$ cat src/rtl/mem_arbiter.sv
// Shared single-port memory arbiter between the IF and MEM pipeline stages.
// Round-robin grant, multi-cycle request/ready handshake with timeout, one-cycle ack.
module mem_arbiter #(
    parameter int unsigned ADDR_WIDTH = 32,
    parameter int unsigned DATA_WIDTH = 32,
    parameter int unsigned TIMEOUT    = 16
) (
    input  logic                  clk,
    input  logic                  rst,
    input  logic                  if_req,
    input  logic [ADDR_WIDTH-1:0] if_addr,
    output logic [DATA_WIDTH-1:0] if_rdata,
    output logic                  if_ack,
    output logic                  if_stall,
    input  logic                  mem_ren,
    input  logic                  mem_wen,
    input  logic [ADDR_WIDTH-1:0] mem_addr,
    input  logic [DATA_WIDTH-1:0] mem_wdata,
    output logic [DATA_WIDTH-1:0] mem_rdata,
    output logic                  mem_ack,
    output logic                  mem_stall,
    output logic                  ram_cs,
    output logic                  ram_we,
    output logic [ADDR_WIDTH-1:0] ram_addr,
    output logic [DATA_WIDTH-1:0] ram_dout,
    input  logic [DATA_WIDTH-1:0] ram_din,
    input  logic                  ram_ready,
    output logic                  timeout_err
);

    typedef enum logic [1:0] {StIdle, StBusy, StAck} state_e;
    typedef enum logic {OwnIf, OwnMem} owner_e;

    localparam int unsigned CntW = $clog2(TIMEOUT);
    localparam logic [CntW-1:0] CntMax = CntW'(TIMEOUT - 1);

    state_e          state_q;
    owner_e          owner_q;
    owner_e          prio_q;
    logic [CntW-1:0] cnt_q;
    logic            mem_req;
    logic            grant_if;
    logic            grant_mem;

    assign mem_req = mem_ren | mem_wen;

    // In ACK the owner is still presenting the request it was just acked for, so only
    // the other stage may be granted back-to-back.
    always_comb begin
        grant_if  = 1'b0;
        grant_mem = 1'b0;
        case (state_q)
            StIdle: begin
                if (if_req && mem_req) begin
                    grant_mem = (prio_q == OwnMem);
                    grant_if  = (prio_q == OwnIf);
                end else begin
                    grant_mem = mem_req;
                    grant_if  = if_req;
                end
            end
            StAck: begin
                grant_if  = (owner_q == OwnMem) && if_req;
                grant_mem = (owner_q == OwnIf) && mem_req;
            end
            default: begin
                grant_if  = 1'b0;
                grant_mem = 1'b0;
            end
        endcase
    end

    // Ack is withheld when the stage withdrew its request (pipeline flush).
    assign if_ack    = (state_q == StAck) && (owner_q == OwnIf) && if_req;
    assign mem_ack   = (state_q == StAck) && (owner_q == OwnMem) && mem_req;
    assign if_stall  = if_req & ~if_ack;
    assign mem_stall = mem_req & ~mem_ack;

    always_ff @(posedge clk or posedge rst) begin
        if (rst) begin
            state_q     <= StIdle;
            owner_q     <= OwnIf;
            prio_q      <= OwnMem;
            cnt_q       <= '0;
            ram_cs      <= 1'b0;
            ram_we      <= 1'b0;
            ram_addr    <= '0;
            ram_dout    <= '0;
            if_rdata    <= '0;
            mem_rdata   <= '0;
            timeout_err <= 1'b0;
        end else begin
            case (state_q)
                StIdle, StAck: begin
                    if (state_q == StAck) begin
                        prio_q <= (owner_q == OwnIf) ? OwnMem : OwnIf;
                    end
                    if (grant_if || grant_mem) begin
                        state_q  <= StBusy;
                        cnt_q    <= '0;
                        ram_cs   <= 1'b1;
                        owner_q  <= grant_mem ? OwnMem : OwnIf;
                        ram_addr <= grant_mem ? mem_addr : if_addr;
                        ram_we   <= grant_mem & mem_wen;
                        if (grant_mem) begin
                            ram_dout <= mem_wdata;
                        end
                    end else begin
                        state_q <= StIdle;
                    end
                end
                StBusy: begin
                    if (ram_ready || (cnt_q == CntMax)) begin
                        state_q <= StAck;
                        ram_cs  <= 1'b0;
                        ram_we  <= 1'b0;
                        // A timed-out read returns zero rather than stale bus data.
                        if (!ram_we) begin
                            if (owner_q == OwnIf) begin
                                if_rdata <= ram_ready ? ram_din : '0;
                            end else begin
                                mem_rdata <= ram_ready ? ram_din : '0;
                            end
                        end
                        if (!ram_ready) begin
                            timeout_err <= 1'b1;
                        end
                    end else begin
                        cnt_q <= cnt_q + CntW'(1);
                    end
                end
                default: begin
                    state_q <= StIdle;
                    ram_cs  <= 1'b0;
                    ram_we  <= 1'b0;
                end
            endcase
        end
    end

endmodule

$ cat config.mk
export PLATFORM = sky130hd
export DESIGN_NAME = mem_arbiter
export DESIGN_NICKNAME = d
export VERILOG_FILES = /design/src/rtl/mem_arbiter.sv
export SDC_FILE = /design/constraint.sdc
export NUM_CORES = 1
export LEC_CHECK = 0
export BUFFER_PORTS_ARGS = -buffer_cell sky130_fd_sc_hd__buf_4
export CAP_MARGIN = 20
export CORE_ASPECT_RATIO = 0.8
export CORE_UTILIZATION = 40
export CTS_CLUSTER_DIAMETER = 80
export DETAILED_ROUTE_END_ITERATION = 10
export PLACE_DENSITY_LB_ADDON = 0.05
export SLEW_MARGIN = 0
export SYNTH_ARGS = -nofsm -noshare
export SYNTH_HDL_FRONTEND = slang
export SYNTH_SLANG_ARGS = --single-unit
$ cat constraint.sdc
create_clock -name clk -period 5 [get_ports clk]
set_input_delay 1 -clock clk [delete_from_list [all_inputs] [get_ports clk]]
set_output_delay 1 -clock clk [all_outputs]
set_load 0.02 [all_outputs]
==> results list <==
* Result of the run: finished, violations left
- Violations in the final reports: design-rule violations
- Timing analysis after detailed placement gives a worst setup slack of 1.61 ns.
- In this run the horizontal extent of the chip is 138 um.
- In the synthesized netlist the dominant register cell turns out to be dfrtp_1.
* Quantity of gates resized following cts: 0
* Sequential cell area: 3480 um^2
- Entering global routing, the biggest net connects 103 pins.
* Buffers added on ports: 268
- Before antenna repair, the detailed router went through 8 iterations.
* Worst-case headroom to the max-slew limit: 40.2%
- Summing the sequential cell areas from Yosys gives 58.6% of the chip area.
- Clock skew after layout: 0.00676 ns
* Estimated wirelength of the detail-placed design: 10.2 mm
- Floorplan core area: 14,400 um^2
* Total vias in the final route: 4,607
- Each instance of the synthesized netlist takes up on average 11.6 um^2.
- The count of final hold-check violations is 0.
- Unrepaired setup endpoints after global routing: no
- The later pin in the worst-skew pair is clocked with a latency of 0.41 ns.
- Post-CTS timing repair inserted 0 buffers for setup.
* Clock buffers created by TritonCTS: 17
- Crit-path max FO: 5
- Summed over all layers, the routed wires come to 14.1 mm.
* Count of state elements after synthesis: 139
- The clock passes through at most 2 buffers.
- Leakage power: 4.22 nW
* Fraction of final layout cells sized beyond drive strength 1: 47.3%
* H-Tree Depth: 4
- Counting I/O delays and the setup requirement, the final critical path takes 2.74 ns.
- Post-Place Cells: 934
- STA classifies the critical path startpoint as an input port.
* DR iter-0 viols: 247
- Setup violations remaining at the end of the flow were counted as 0.
- Counting every instance in the synthesized netlist gives 512.
- Counting the fill cells in the layout gives 1,209.
- Final GP Congestion: 0.757
- Final core area utilization: 60.4%
- Counting every net in the synthesized netlist gives 647.
- CTS placed an instance of clkbuf_16 at the clock tree root.
- Number of clock sinks: 139
* Wire per inst: 14.6 um
- Slew at the pin closest to its max-slew limit: 0.896 ns
- For this run, design rule violations remaining after detail routing come to 40.
* Worst Path Required: 4.00 ns
- During synthesis, Yosys emitted a total of 0 warnings.
- Total power density per cell area: 666 nW/um^2
- Sort of element at the end of the critical path: primary output
- Combined global-route utilization of all metal layers: 19.8%
- After detailed routing, the number of vias per cell comes to 4.76.
- Number of antenna violations at the first check in global routing: 0
- The synthesized netlist contains 37 unique library cells.
- The synthesized design contains 0 enable-type register cells.
- The number of antenna diodes in the final layout is 0.
* Count of nets left with antenna violations after detail routing: 0
* GR Util met3: 7.65%
- Class of the tightest hold or removal check: reg -> reg
- In the final layout, the multi-input gates occupy 2150 um^2.
* Number of top-level pins: 269
- Period Utilization, post-route: 54.9%
- The cell area that synthesis handed to floorplanning was 5940 um^2.
- The critical path is of the in -> out type.
* Sum of negative setup slack: 0 ns
* Number of slew-limit violations in the final report: 0
- Reg clk slew, reported paths: 0.05 ns
- The die is 111 um tall.
* Starting Density: 41.3%
* TritonCTS clock tree: done
- Post-Route Hold Slack: 0.463 ns
* Final-stage net count: 905
- The die covers 15,300 um^2.
- Of all flip-flops after synthesis, the portion carrying an async set or reset was 100%.
* Number of global-route vias before repair: 4,747
- Wire length of the first global-routing pass: 23.9 mm
- Global routing consumed, on the met1 layer, 23.5% of the routing resources.
- Met2 global-route usage: 32.6%
- Once routing completed, OpenROAD measured the worst setup slack at 2.26 ns.
* Max-cap check violation count: 0
- Derived from the worst setup path, the maximum achievable clock frequency is 0.365 GHz.
- Number of placement rows: 39
- FF-to-FF setup slack: 2.57 ns
- For this run the aggregate overflow at the end of global routing stands at 0.
- Compared with the post-synthesis result, the final layout area differs by 46.3%.
- Busiest grt layer: met2
* Number of cells in the finished layout apart from fillers: 967
* WP data arrival: 1.74 ns
- IR analysis of the VDD net gives a maximum drop of 0.350 mV.
- After clock tree synthesis, the flow added hold-fix buffers numbering 0.
## layout make-up
| type | count | area share (%) |
|---|---|---|
| repair buffers | 273 | 23.7 |
| multi-input cells | 305 | 24.7 |
| clock buffers | 21 | 5.41 |
| flip-flops and latches | 139 | 40.0 |
| inverters | 34 | 1.53 |
| well taps | 184 | 2.65 |
| clock inverters | 11 | 1.92 |
## per-layer routing
metal | wire length, um | share of wire (%)
met5 | 0 | 0
met4 | 206 | 1.5
met3 | 1170 | 8.3
met2 | 6890 | 49
met1 | 5870 | 42
## per-stage QoR
stage	power, mW	area [um^2]
2_1_floorplan	3.44	5940
3_3_place_gp	4.45	8030
3_5_place_dp	4.52	8030
4_1_cts	5.87	8670
5_1_grt	6.16	8690
6_report	5.79	8690
## final timing paths
check / from / to / depth (start not counted)
setup reg to reg: owner_q$_DFFE_PP0P_ / ram_addr[3]$_DFFE_PP0P_ / 5
setup / recovery: mem_wen / mem_ack / 4
min in group asynchronous: rst / ram_dout[15]$_DFFE_PP0P_ / 2
max in group asynchronous: rst / if_rdata[22]$_DFFE_PP0P_ / 3
hold / removal: timeout_err$_DFFE_PP0P_ / timeout_err$_DFFE_PP0P_ / 1
hold reg to reg: timeout_err$_DFFE_PP0P_ / timeout_err$_DFFE_PP0P_ / 1
## power by group
part	internal, mW	switching (mW)	leakage, nW
clock	0.873	0.452	0.317
combinational	1.17	1.35	2.18
sequential	1.64	0.294	1.73
total	3.69	2.10	4.22
## state kept, by name, indices dropped and copies added (netlist names)
signal	flops
cnt_q	4
if_rdata	32
mem_rdata	32
owner_q	1
prio_q	1
ram_addr	32
ram_cs	1
ram_dout	32
ram_we	1
state_q	2
timeout_err	1
## layout by cell type (no fill, tap or decap), drive strengths merged, types with 2 or more instances in the layout
cell    Yosys  layout
mux2       96      96
inv        34      34
nand3      32      32
clkbuf     16      21
a21o        2       2
o31ai       3       3
nand2b      2       2
nor4        2       2
nand2      70      70
nor3        2       2
mux2i       2       2
o21ai      65      65
bufinv      0       4
dfrtp     138     138
nor2        8       8
and2        2       2
a31oi       4       4
nor2b       2       2
buf        18     273
clkinv      0       7
nor3b       2       2
## logic make-up (layout without fill, tap and decap cells)
kind of cell             after synthesis  count (layout)  share of synthesized area (%)
multiplexers                          98              98                           18.5
AND/OR/NAND/NOR                      125             125                           9.90
buffers and inverters                 68             339                           5.35
adder cells (fa/ha/maj)                1               1                          0.211
flip-flops                           139             139                           58.6
AO/OA/AOI/OAI                         81              81                           7.42
## cell usage after synthesis (3+ instances only)
cell type | count | share of area [%]
a31oi_1 | 4 | 0.42
nand3_1 | 32 | 2.7
o31ai_1 | 3 | 0.38
nor2_1 | 8 | 0.51
o21ai_1 | 6 | 0.51
mux2_2 | 59 | 11
dfrtp_1 | 138 | 58
mux2_1 | 37 | 7.0
buf_6 | 6 | 1.1
nand2_1 | 70 | 4.4
clkbuf_1 | 14 | 0.88
o21ai_0 | 59 | 5.0
inv_1 | 34 | 2.1
buf_2 | 12 | 1.0
## worst max-delay path: stages
cell and delay (ns):
buf_4 0.12, nor2_1 0.34, nor3b_1 0.10, buf_4 0.18
No activity file was read; power rests on OpenSTA's default activity.
